==> src/rtl/seg7_display_ctrl_pkg.sv <==
// Shared register map, CTRL field layout and display-mode encodings for the
// six-digit seven-segment controller.
package seg7_display_ctrl_pkg;

    localparam logic [1:0] ADDR_VALUE  = 2'd0;
    localparam logic [1:0] ADDR_CTRL   = 2'd1;
    localparam logic [1:0] ADDR_SCROLL = 2'd2;
    localparam logic [1:0] ADDR_RSVD   = 2'd3;

    localparam int unsigned CTRL_EN_BIT     = 0;
    localparam int unsigned CTRL_BLINK_BIT  = 1;
    localparam int unsigned CTRL_SCROLL_BIT = 2;
    localparam int unsigned CTRL_BLANK_LSB  = 8;
    localparam int unsigned CTRL_DP_LSB     = 16;

    localparam int unsigned NUM_DIGITS = 6;
    localparam logic [7:0]  HEX_DARK   = 8'hFF;

    localparam logic [1:0] MODE_OFF    = 2'd0;
    localparam logic [1:0] MODE_STATIC = 2'd1;
    localparam logic [1:0] MODE_SCROLL = 2'd2;

    typedef struct packed {
        logic [5:0] dp;
        logic [5:0] blank;
        logic       scroll;
        logic       blink;
        logic       en;
    } ctrl_t;

    function automatic logic [1:0] next_mode(input ctrl_t c);
        if (!c.en)
            return MODE_OFF;
        else if (c.scroll)
            return MODE_SCROLL;
        else
            return MODE_STATIC;
    endfunction

endpackage

==> src/rtl/seg7_decode.sv <==
// Combinational hex nibble to active-low seven-segment glyph (bits 6:0 = g..a).
module seg7_decode (
    input  logic [3:0] nibble_i,
    output logic [6:0] seg_o
);

    always_comb begin
        unique case (nibble_i)
            4'h0: seg_o = 7'b1000000;
            4'h1: seg_o = 7'b1111001;
            4'h2: seg_o = 7'b0100100;
            4'h3: seg_o = 7'b0110000;
            4'h4: seg_o = 7'b0011001;
            4'h5: seg_o = 7'b0010010;
            4'h6: seg_o = 7'b0000010;
            4'h7: seg_o = 7'b1111000;
            4'h8: seg_o = 7'b0000000;
            4'h9: seg_o = 7'b0010000;
            4'hA: seg_o = 7'b0001000;
            4'hB: seg_o = 7'b0000011;
            4'hC: seg_o = 7'b1000110;
            4'hD: seg_o = 7'b0100001;
            4'hE: seg_o = 7'b0000110;
            default: seg_o = 7'b0001110;
        endcase
    end

endmodule

==> src/rtl/seg7_display_ctrl.sv <==
// Six-digit seven-segment display controller: register-mapped value/ctrl/scroll
// ring, OFF/STATIC/SCROLL mode FSM, blink and scroll dividers, registered outputs.
module seg7_display_ctrl
    import seg7_display_ctrl_pkg::*;
#(
    parameter int unsigned BLINK_DIV  = 12500000,
    parameter int unsigned SCROLL_DIV = 25000000
) (
    input  logic        clk,
    input  logic        reset,
    input  logic        wr_valid,
    output logic        wr_ready,
    input  logic [1:0]  wr_addr,
    input  logic [31:0] wr_data,
    output logic [7:0]  hex0,
    output logic [7:0]  hex1,
    output logic [7:0]  hex2,
    output logic [7:0]  hex3,
    output logic [7:0]  hex4,
    output logic [7:0]  hex5,
    output logic [1:0]  mode
);

    localparam int unsigned BW = $clog2(BLINK_DIV);
    localparam int unsigned SW = $clog2(SCROLL_DIV);
    localparam logic [BW-1:0] BLINK_LAST  = BW'(BLINK_DIV - 1);
    localparam logic [SW-1:0] SCROLL_LAST = SW'(SCROLL_DIV - 1);

    logic [23:0]   value_q, value_d;
    ctrl_t         ctrl_q, ctrl_d;
    logic [31:0]   ring_q, ring_d;
    logic [1:0]    mode_q, mode_d;
    logic [BW-1:0] blink_cnt_q, blink_cnt_d;
    logic          blink_phase_q, blink_phase_d;
    logic [SW-1:0] scroll_cnt_q, scroll_cnt_d;
    logic          wr_ready_q, wr_ready_d;
    logic [7:0]    hex_q [NUM_DIGITS];
    logic [7:0]    hex_d [NUM_DIGITS];
    logic [6:0]    seg_w [NUM_DIGITS];
    logic          wr_fire;

    // SCROLL mode shows ring nibbles 7..2 on hex5..hex0; otherwise VALUE nibble k.
    for (genvar k = 0; k < NUM_DIGITS; k++) begin : g_dec
        logic [3:0] nib;
        assign nib = (mode_q == MODE_SCROLL) ? ring_q[4*(k+2) +: 4] : value_q[4*k +: 4];
        seg7_decode u_dec (
            .nibble_i (nib),
            .seg_o    (seg_w[k])
        );
    end

    always_comb begin
        wr_fire       = wr_valid && wr_ready_q;
        value_d       = value_q;
        ctrl_d        = ctrl_q;
        ring_d        = ring_q;
        mode_d        = next_mode(ctrl_q);
        blink_cnt_d   = '0;
        blink_phase_d = 1'b0;
        scroll_cnt_d  = '0;

        if (mode_q != MODE_OFF) begin
            blink_phase_d = blink_phase_q;
            if (blink_cnt_q == BLINK_LAST)
                blink_phase_d = ~blink_phase_q;
            else
                blink_cnt_d = blink_cnt_q + BW'(1);
        end

        if (mode_q == MODE_SCROLL) begin
            if (scroll_cnt_q == SCROLL_LAST)
                ring_d = {ring_q[27:0], ring_q[31:28]};
            else
                scroll_cnt_d = scroll_cnt_q + SW'(1);
        end

        // A SCROLL write overrides a rotation landing on the same edge.
        if (wr_fire) begin
            case (wr_addr)
                ADDR_VALUE: value_d = wr_data[23:0];
                ADDR_CTRL: begin
                    ctrl_d.en     = wr_data[CTRL_EN_BIT];
                    ctrl_d.blink  = wr_data[CTRL_BLINK_BIT];
                    ctrl_d.scroll = wr_data[CTRL_SCROLL_BIT];
                    ctrl_d.blank  = wr_data[CTRL_BLANK_LSB +: 6];
                    ctrl_d.dp     = wr_data[CTRL_DP_LSB +: 6];
                end
                ADDR_SCROLL: begin
                    ring_d       = wr_data;
                    scroll_cnt_d = '0;
                end
                default: ;
            endcase
        end
        wr_ready_d = !wr_fire;

        for (int unsigned k = 0; k < NUM_DIGITS; k++) begin
            if (ctrl_q.blank[k] || mode_q == MODE_OFF || (ctrl_q.blink && blink_phase_q))
                hex_d[k] = HEX_DARK;
            else
                hex_d[k] = {~ctrl_q.dp[k], seg_w[k]};
        end
    end

    always_ff @(posedge clk) begin
        if (reset) begin
            value_q       <= '0;
            ctrl_q        <= '0;
            ring_q        <= '0;
            mode_q        <= MODE_OFF;
            blink_cnt_q   <= '0;
            blink_phase_q <= 1'b0;
            scroll_cnt_q  <= '0;
            wr_ready_q    <= 1'b0;
            hex_q         <= '{default: HEX_DARK};
        end else begin
            value_q       <= value_d;
            ctrl_q        <= ctrl_d;
            ring_q        <= ring_d;
            mode_q        <= mode_d;
            blink_cnt_q   <= blink_cnt_d;
            blink_phase_q <= blink_phase_d;
            scroll_cnt_q  <= scroll_cnt_d;
            wr_ready_q    <= wr_ready_d;
            hex_q         <= hex_d;
        end
    end

    assign wr_ready = wr_ready_q;
    assign mode     = mode_q;
    assign hex0     = hex_q[0];
    assign hex1     = hex_q[1];
    assign hex2     = hex_q[2];
    assign hex3     = hex_q[3];
    assign hex4     = hex_q[4];
    assign hex5     = hex_q[5];

endmodule

==> config.mk <==
export PLATFORM = sky130hd
export DESIGN_NAME = seg7_display_ctrl
export DESIGN_NICKNAME = d
export VERILOG_FILES = /design/src/rtl/seg7_display_ctrl_pkg.sv /design/src/rtl/seg7_decode.sv /design/src/rtl/seg7_display_ctrl.sv
export SDC_FILE = /design/constraint.sdc
export NUM_CORES = 1
export LEC_CHECK = 0
export CAP_MARGIN = 20
export CORE_MARGIN = 1
export CORE_UTILIZATION = 51
export DETAILED_ROUTE_END_ITERATION = 8
export GPL_ROUTABILITY_DRIVEN = 1
export PLACE_DENSITY_LB_ADDON = 0.2
export SETUP_SLACK_MARGIN = 0.1
export SKIP_LAST_GASP = 1
export SYNTH_ARGS = -nofsm -noshare
export SYNTH_HDL_FRONTEND = slang
export SYNTH_SLANG_ARGS = --single-unit
==> constraint.sdc <==
create_clock -name clk -period 2.6 [get_ports clk]
set_input_delay 0.52 -clock clk [delete_from_list [all_inputs] [get_ports clk]]
set_output_delay 0.52 -clock clk [all_outputs]
set_load 0.02 [all_outputs]
Word level (Yosys, flattened, before mapping)
Memories as Yosys holds them, arrays and structs flattened. A register that Yosys moved wholly into a read port is not among the register bits.
Cells that the tools add are included.
Storage, ports and cells
  bits in registers: 172
  bits in read-only memories: 672
  input port bits: 37
  output and inout bits: 51
  logic and storage cells: 84
  memories kept: 6
Memory list
  (no name shown): depth 16, width 7, read ports 1, clocked after memory_dff 1, write ports 0, line seg7_decode.sv:8  | unique case (nibble_i)
  (no name shown): depth 16, width 7, read ports 1, clocked after memory_dff 1, write ports 0, line seg7_decode.sv:8
  (no name shown): depth 16, width 7, read ports 1, clocked after memory_dff 1, write ports 0, line seg7_decode.sv:8
  (no name shown): depth 16, width 7, read ports 1, clocked after memory_dff 1, write ports 0, line seg7_decode.sv:8
  (no name shown): depth 16, width 7, read ports 1, clocked after memory_dff 1, write ports 0, line seg7_decode.sv:8
  (no name shown): depth 16, width 7, read ports 1, clocked after memory_dff 1, write ports 0, line seg7_decode.sv:8
Operators by class
  add/subtract/negate cells: 2
  eq/ne operators: 5
  multiplexer cells: 15
  bitwise logic cells: 9
  reduce and logical (&&, ||, !) cells: 29
Operator list (count)
  2-to-1 mux 32 bit: 4
  2-to-1 mux 25 bit: 4
  adder 25 x 1 -> 25 bit, second input constant: 1
  equality test 25 bit, second input constant: 1
  adder 24 x 1 -> 24 bit, second input constant: 1
  equality test 24 bit, second input constant: 1
  2-to-1 mux 4 bit: 6
  OR reduction 2 bit: 8
  logical OR 1 bit: 12
  inverter 1 bit: 9
  equality test 2 bit, second input constant: 2
  logical NOT 2 bit: 2
  AND reduction 2 bit: 2
  OR reduction 3 bit: 1
  equality test 2 x 1 -> 1 bit, second input constant: 1
  logical AND 1 bit: 2
  2-to-1 mux 2 bit: 1
  nonzero test 2 bit: 1
  logical NOT 1 bit: 1

Longest topological paths before layout
Gate-level depths: netlist of run 1.
  word-level depth: 5
  depth in mapped cells: 11
  gate-level depth less buffers: 8

Cells and area by module
A second synthesis of run 1 with hierarchy kept.
Second synthesis, totals
  cells, all modules: 1039
  area total of the unflattened synthesis: 8981.1 um^2
By module, submodules not included
  seg7_display_ctrl: instances 1, cells each 847, area an instance 7329.5 um^2, seq. area each 3443.3 um^2
  seg7_decode: instances 6, cells each 32, area an instance 275.3 um^2, seq. area each 0.0 um^2

Worst setup path before layout of run 1
Ideal clock, no wire load.
  path kind: register -> register
  start: register mode_q[1] (netlist: mode[1])
  end: register hex_q (netlist bit hex2[3])
  setup time: 0.125 ns
  arrival: 2.465 ns
  required time: 2.475 ns
  path slack: 0.010 ns
  stages on the path, launching flop included: 10
  clock period less this slack: 2.590 ns
  cell sequence: dfxtp_1 > nor2b_1 > buf_2 > buf_4 > buf_4 > mux2i_1 > inv_1 > ha_1 > mux4_2 > nand2b_1
On the way
  longest elaborated chain between the ends: 4
  elaborated cells between the ends (all ways): 6
  those cells by class: 1 x eq/ne; 1 x mux; 4 x reduce/logical
RTL lines
  start, declared: line seg7_display_ctrl.sv:32  | logic [1:0] mode_q, mode_d;
  start signal, assigned: line seg7_display_ctrl.sv:120  | mode_q <= mode_d;
  logical NOT 2 bit: line seg7_display_ctrl.sv:98  | if (ctrl_q.blank[k] || mode_q == MODE_OFF || (ctrl_q.blink && blink_phase_q))
  logical OR 1 bit (2 in a row): line seg7_display_ctrl.sv:98
  OR reduction 2 bit (no line)
  end, declared: line seg7_display_ctrl.sv:37  | logic [7:0] hex_q [NUM_DIGITS];
Several ways; a longest one is shown, not always the timed one.
A chain may end at the register's enable or synchronous reset.

Worst setup path in the final report of run 1
  start: register mode_q[1] (netlist: mode[1])
  end: register hex_q (netlist bit hex3[3])
Same word-level chain as after synthesis.

==> flow_summary_export.csv, run 1 <==
group,metric,value,unit
cts,clockRootBuffer,"clkbuf_16",
yosys,synth_top_family_by_area,"simple AND/OR/NAND/NOR gates",
critical_path,critical_path.cell_chain,"nor2b_4, buf_12, mux2i_2, inv_1, ha_1, mux4_2, nand2b_1",
yosys,synth_top_area_share,43.48,%
cts,clkLatencyLatePin,0.43,ns
final_layout,antennaDiodeCount,0,
routing,dr.pass1.iters,5,
floorplan,die_area,0.01603,mm^2
yosys,mappedNetlistArea,0.007920,mm^2
grt,grt_max_degree,75,
placement,place_area,0.009044,mm^2
timing,tightest_slew,0.7784,ns
floorplan,core-area,0.01520,mm^2
critical_path,cp_slowest_cell,"mux4_2",
grt,antenna_found_initial,0,
yosys,synth_edf_count,0,
yosys,yosys.cell_types.count,49,
routing,initialDrtViolationCount,412,
timing,period_minus_slack,2.274,ns
floorplan,initial_core_util,52.10,%
cts,tritoncts,"built",
critical_path,required,2.91,ns
critical_path,path_class,"flop to flop",
routing,drc,0,
final_layout,multi_input_area,0.004248,mm^2
yosys,netlist_top_cells_area,"dfxtp_1 43%, mux2i_1 7.3%, ha_1 6.0%, nand2_1 5.5%, nor2_1 5.5%",
yosys,syn-mean-instance-area,9.114,um^2
timing,fin_worst_skew,0.01064,ns
timing,fmax,439.8,MHz
critical_path,worstSetupStartpointType,"flop",
routing,num_vias,6373,
yosys,yosys.area_share.simple,20.22,%
yosys,yosys_register_bits,172,
grt,grt_pass1_vias,5768,
grt,grt_pass1_wl,28.40,mm
final_layout,postLayoutCoreUtil,63.05,%
cts,htreeDepth,4,
flow_run,cap_viol_max_count,0,
routing,wire_per_inst,15.28,um
yosys,ys_seq_area_share,43.48,%
placement,place_congestion,0.8312,
grt,met2_usage,36.40,%
yosys,synth.area.mux_share,10.46,%
cts,numClockSinks,172,
critical_path,max_stage_delay,0.45,ns
floorplan,die_x,126.6,um
routing,drtAntennaViolNets,0,
min_path,hold_path_class,"flop to flop",
critical_path,worstSetupEndpointType,"flop",
yosys,synth_xor_area_share,5.197,%
floorplan,die_y,126.6,um
power,p_leak,3.399,nW
yosys,yosys_warnings,0,
yosys,syn_inst,869,
final_layout,finalNetCount,1030,
yosys,synth_fp_nets,944,
cts,clock_path_buffers,2,
final_layout,seq_area,0.003445,mm^2
yosys,synth_compound_area_share,11.26,%
placement,dp_hpwl,12.12,mm
cts,clk_pin_slew,0.06,ns
timing,rsz0062_at_grt,"false",
timing,period_share,87.44,%
timing,holdWs,0.3868,ns
yosys,synth-adder-area-share,6.003,%
timing,slew_viol_final,0,
grt,grt-busiest-layer,"met2",
final_layout,layout-drive-gt1-share,8.601,%
final_layout,stdcell_area,0.009584,mm^2
yosys,synth.most_common_cell,"dfxtp_1",
critical_path,arrival,2.58,ns
cts,cts_resized,0,
cts,hold_buffers,0,
power,ir_drop,469.6,uV
run_status,outcome,"completed",
yosys,synthFlopType,"dfxtp_1",
critical_path,critical_path.max_fanout,32,
cts,cts_setup_buffers,0,
timing,setup_viol,0,
final_layout,syn2layout_area_growth,21.01,%
routing,routed_wl,17.62,mm
power,p_per_area,554.0,mW/mm^2
routing,viasPerCell,5.527,
yosys,async_flop_share,0,%
timing,setup_tns,0,ns
timing,max_slew_margin,48.11,%
placement,io_buffers,87,
timing,hold_violations,0,
grt,track_usage,22.64,%
yosys,synth_top_cell_by_area,"dfxtp_1",
final_layout,fill_cells,1284,
yosys,synth_common_cells,"172 x dfxtp_1, 117 x nand2_1, 117 x nor2_1",
floorplan,fp-row-count,45,
grt,use_met1,29.99,%
cts,cts_buffers,17,
floorplan,ioPinCount,88,
grt,grt-ovfl-total,0,
grt,gr-usage-met3,4.808,%
==> power by group <==
group | leakage [nW] | switching (mW) | internal [mW] | total (mW)
sequential | 1.39 | 0.0247 | 2.67 | 2.69
clock | 0.266 | 0.996 | 1.37 | 2.36
combinational | 1.74 | 0.139 | 0.115 | 0.254
==> layout make-up <==
| cell class | instances | share of cell area, % |
|---|---|---|
| clock inverter | 8 | 0.7311 |
| timing repair buffer | 107 | 10.86 |
| multi-input combinational | 637 | 44.32 |
| sequential | 172 | 35.94 |
| inverter | 20 | 0.7833 |
| tap | 188 | 2.454 |
| clock buffer | 21 | 4.909 |
==> cells in the final DEF (no fill, tap or decap), types with 9 or more instances in the layout <==
cell type	n
a211oi_1	37
and4_1	9
a221o_1	9
mux2_2	13
nor3_1	17
nand2_1	116
clkbuf_16	17
ha_1	38
clkdlybuf4s50_1	86
xor2_1	25
buf_4	18
inv_1	20
mux2i_1	55
o221ai_1	13
nand4_1	9
a21oi_1	50
and3_1	10
nor2_1	117
nand3_1	25
xnor2_1	22
dfxtp_1	171
==> stage by stage <==
stage	power (mW)	setup WS, ns	instances
detailed placement	3.001	0.2934	1124
global placement	2.999	0.4030	1124
finish	5.310	0.3265	1153
global route	5.478	0.1712	1153
floorplan	2.872	0.1472	869
CTS	5.344	0.3010	1153
==> routing by layer <==
layer,vias up,share of wire (%)
met5,-,0
met4,0,1.6
met3,19,4.0
met2,131,47
met1,3025,48
li1,3198,-
==> flip-flops by register name, indices dropped and copies added, names as in the netlist <==
| signal | cells |
|---|---|
| blink_cnt_q | 24 |
| blink_phase_q | 1 |
| ctrl_q | 15 |
| hex0 | 8 |
| hex1 | 8 |
| hex2 | 8 |
| hex3 | 8 |
| hex4 | 8 |
| hex5 | 8 |
| mode | 2 |
| ring_q | 32 |
| scroll_cnt_q | 25 |
| value_q | 24 |
| wr_ready | 1 |
==> path summary, 6_finish.rpt <==
check | from | to | slack [ns] | cells after the start
setup / recovery | mode[1] | hex3[3] | 0.33 | 7
hold / removal | ctrl_q[12] | hex3[7] | 0.39 | 1
setup reg to reg | mode[1] | hex3[3] | 0.33 | 7
hold reg to reg | ctrl_q[12] | hex3[7] | 0.39 | 1
==> critical path: cells and delay by family (launching register included) <==
kind / cells / cell delay (ns)
muxes: 2 / 0.84
buffers and inverters: 2 / 0.38
DFF: 1 / 0.35
and+or+nand+nor: 2 / 0.30
adders and majority gates: 1 / 0.27
==> cells by family (layout without fill, tap and decap cells) <==
kind of cell | count (synthesis) | count (layout)
compound gates | 130 | 130
xor+xnor | 47 | 47
fa+ha+maj | 38 | 38
buf+inv | 60 | 156
flops | 172 | 172
mux | 76 | 76
simple gates | 346 | 346
Note: power is estimated with default switching activity, not from simulation.
==> run 2, diff against run 1 <==
--- a/config.mk
+++ b/config.mk
@@ -5,6 +5,7 @@
 export SDC_FILE = /design/constraint.sdc
 export NUM_CORES = 1
 export LEC_CHECK = 0
+export ABC_CLOCK_PERIOD_IN_PS = 2600
 export CAP_MARGIN = 20
 export CORE_MARGIN = 1
 export CORE_UTILIZATION = 51
==> results of run 2 <==
The final DEF is identical to that of run 1; final timing and power are the same.
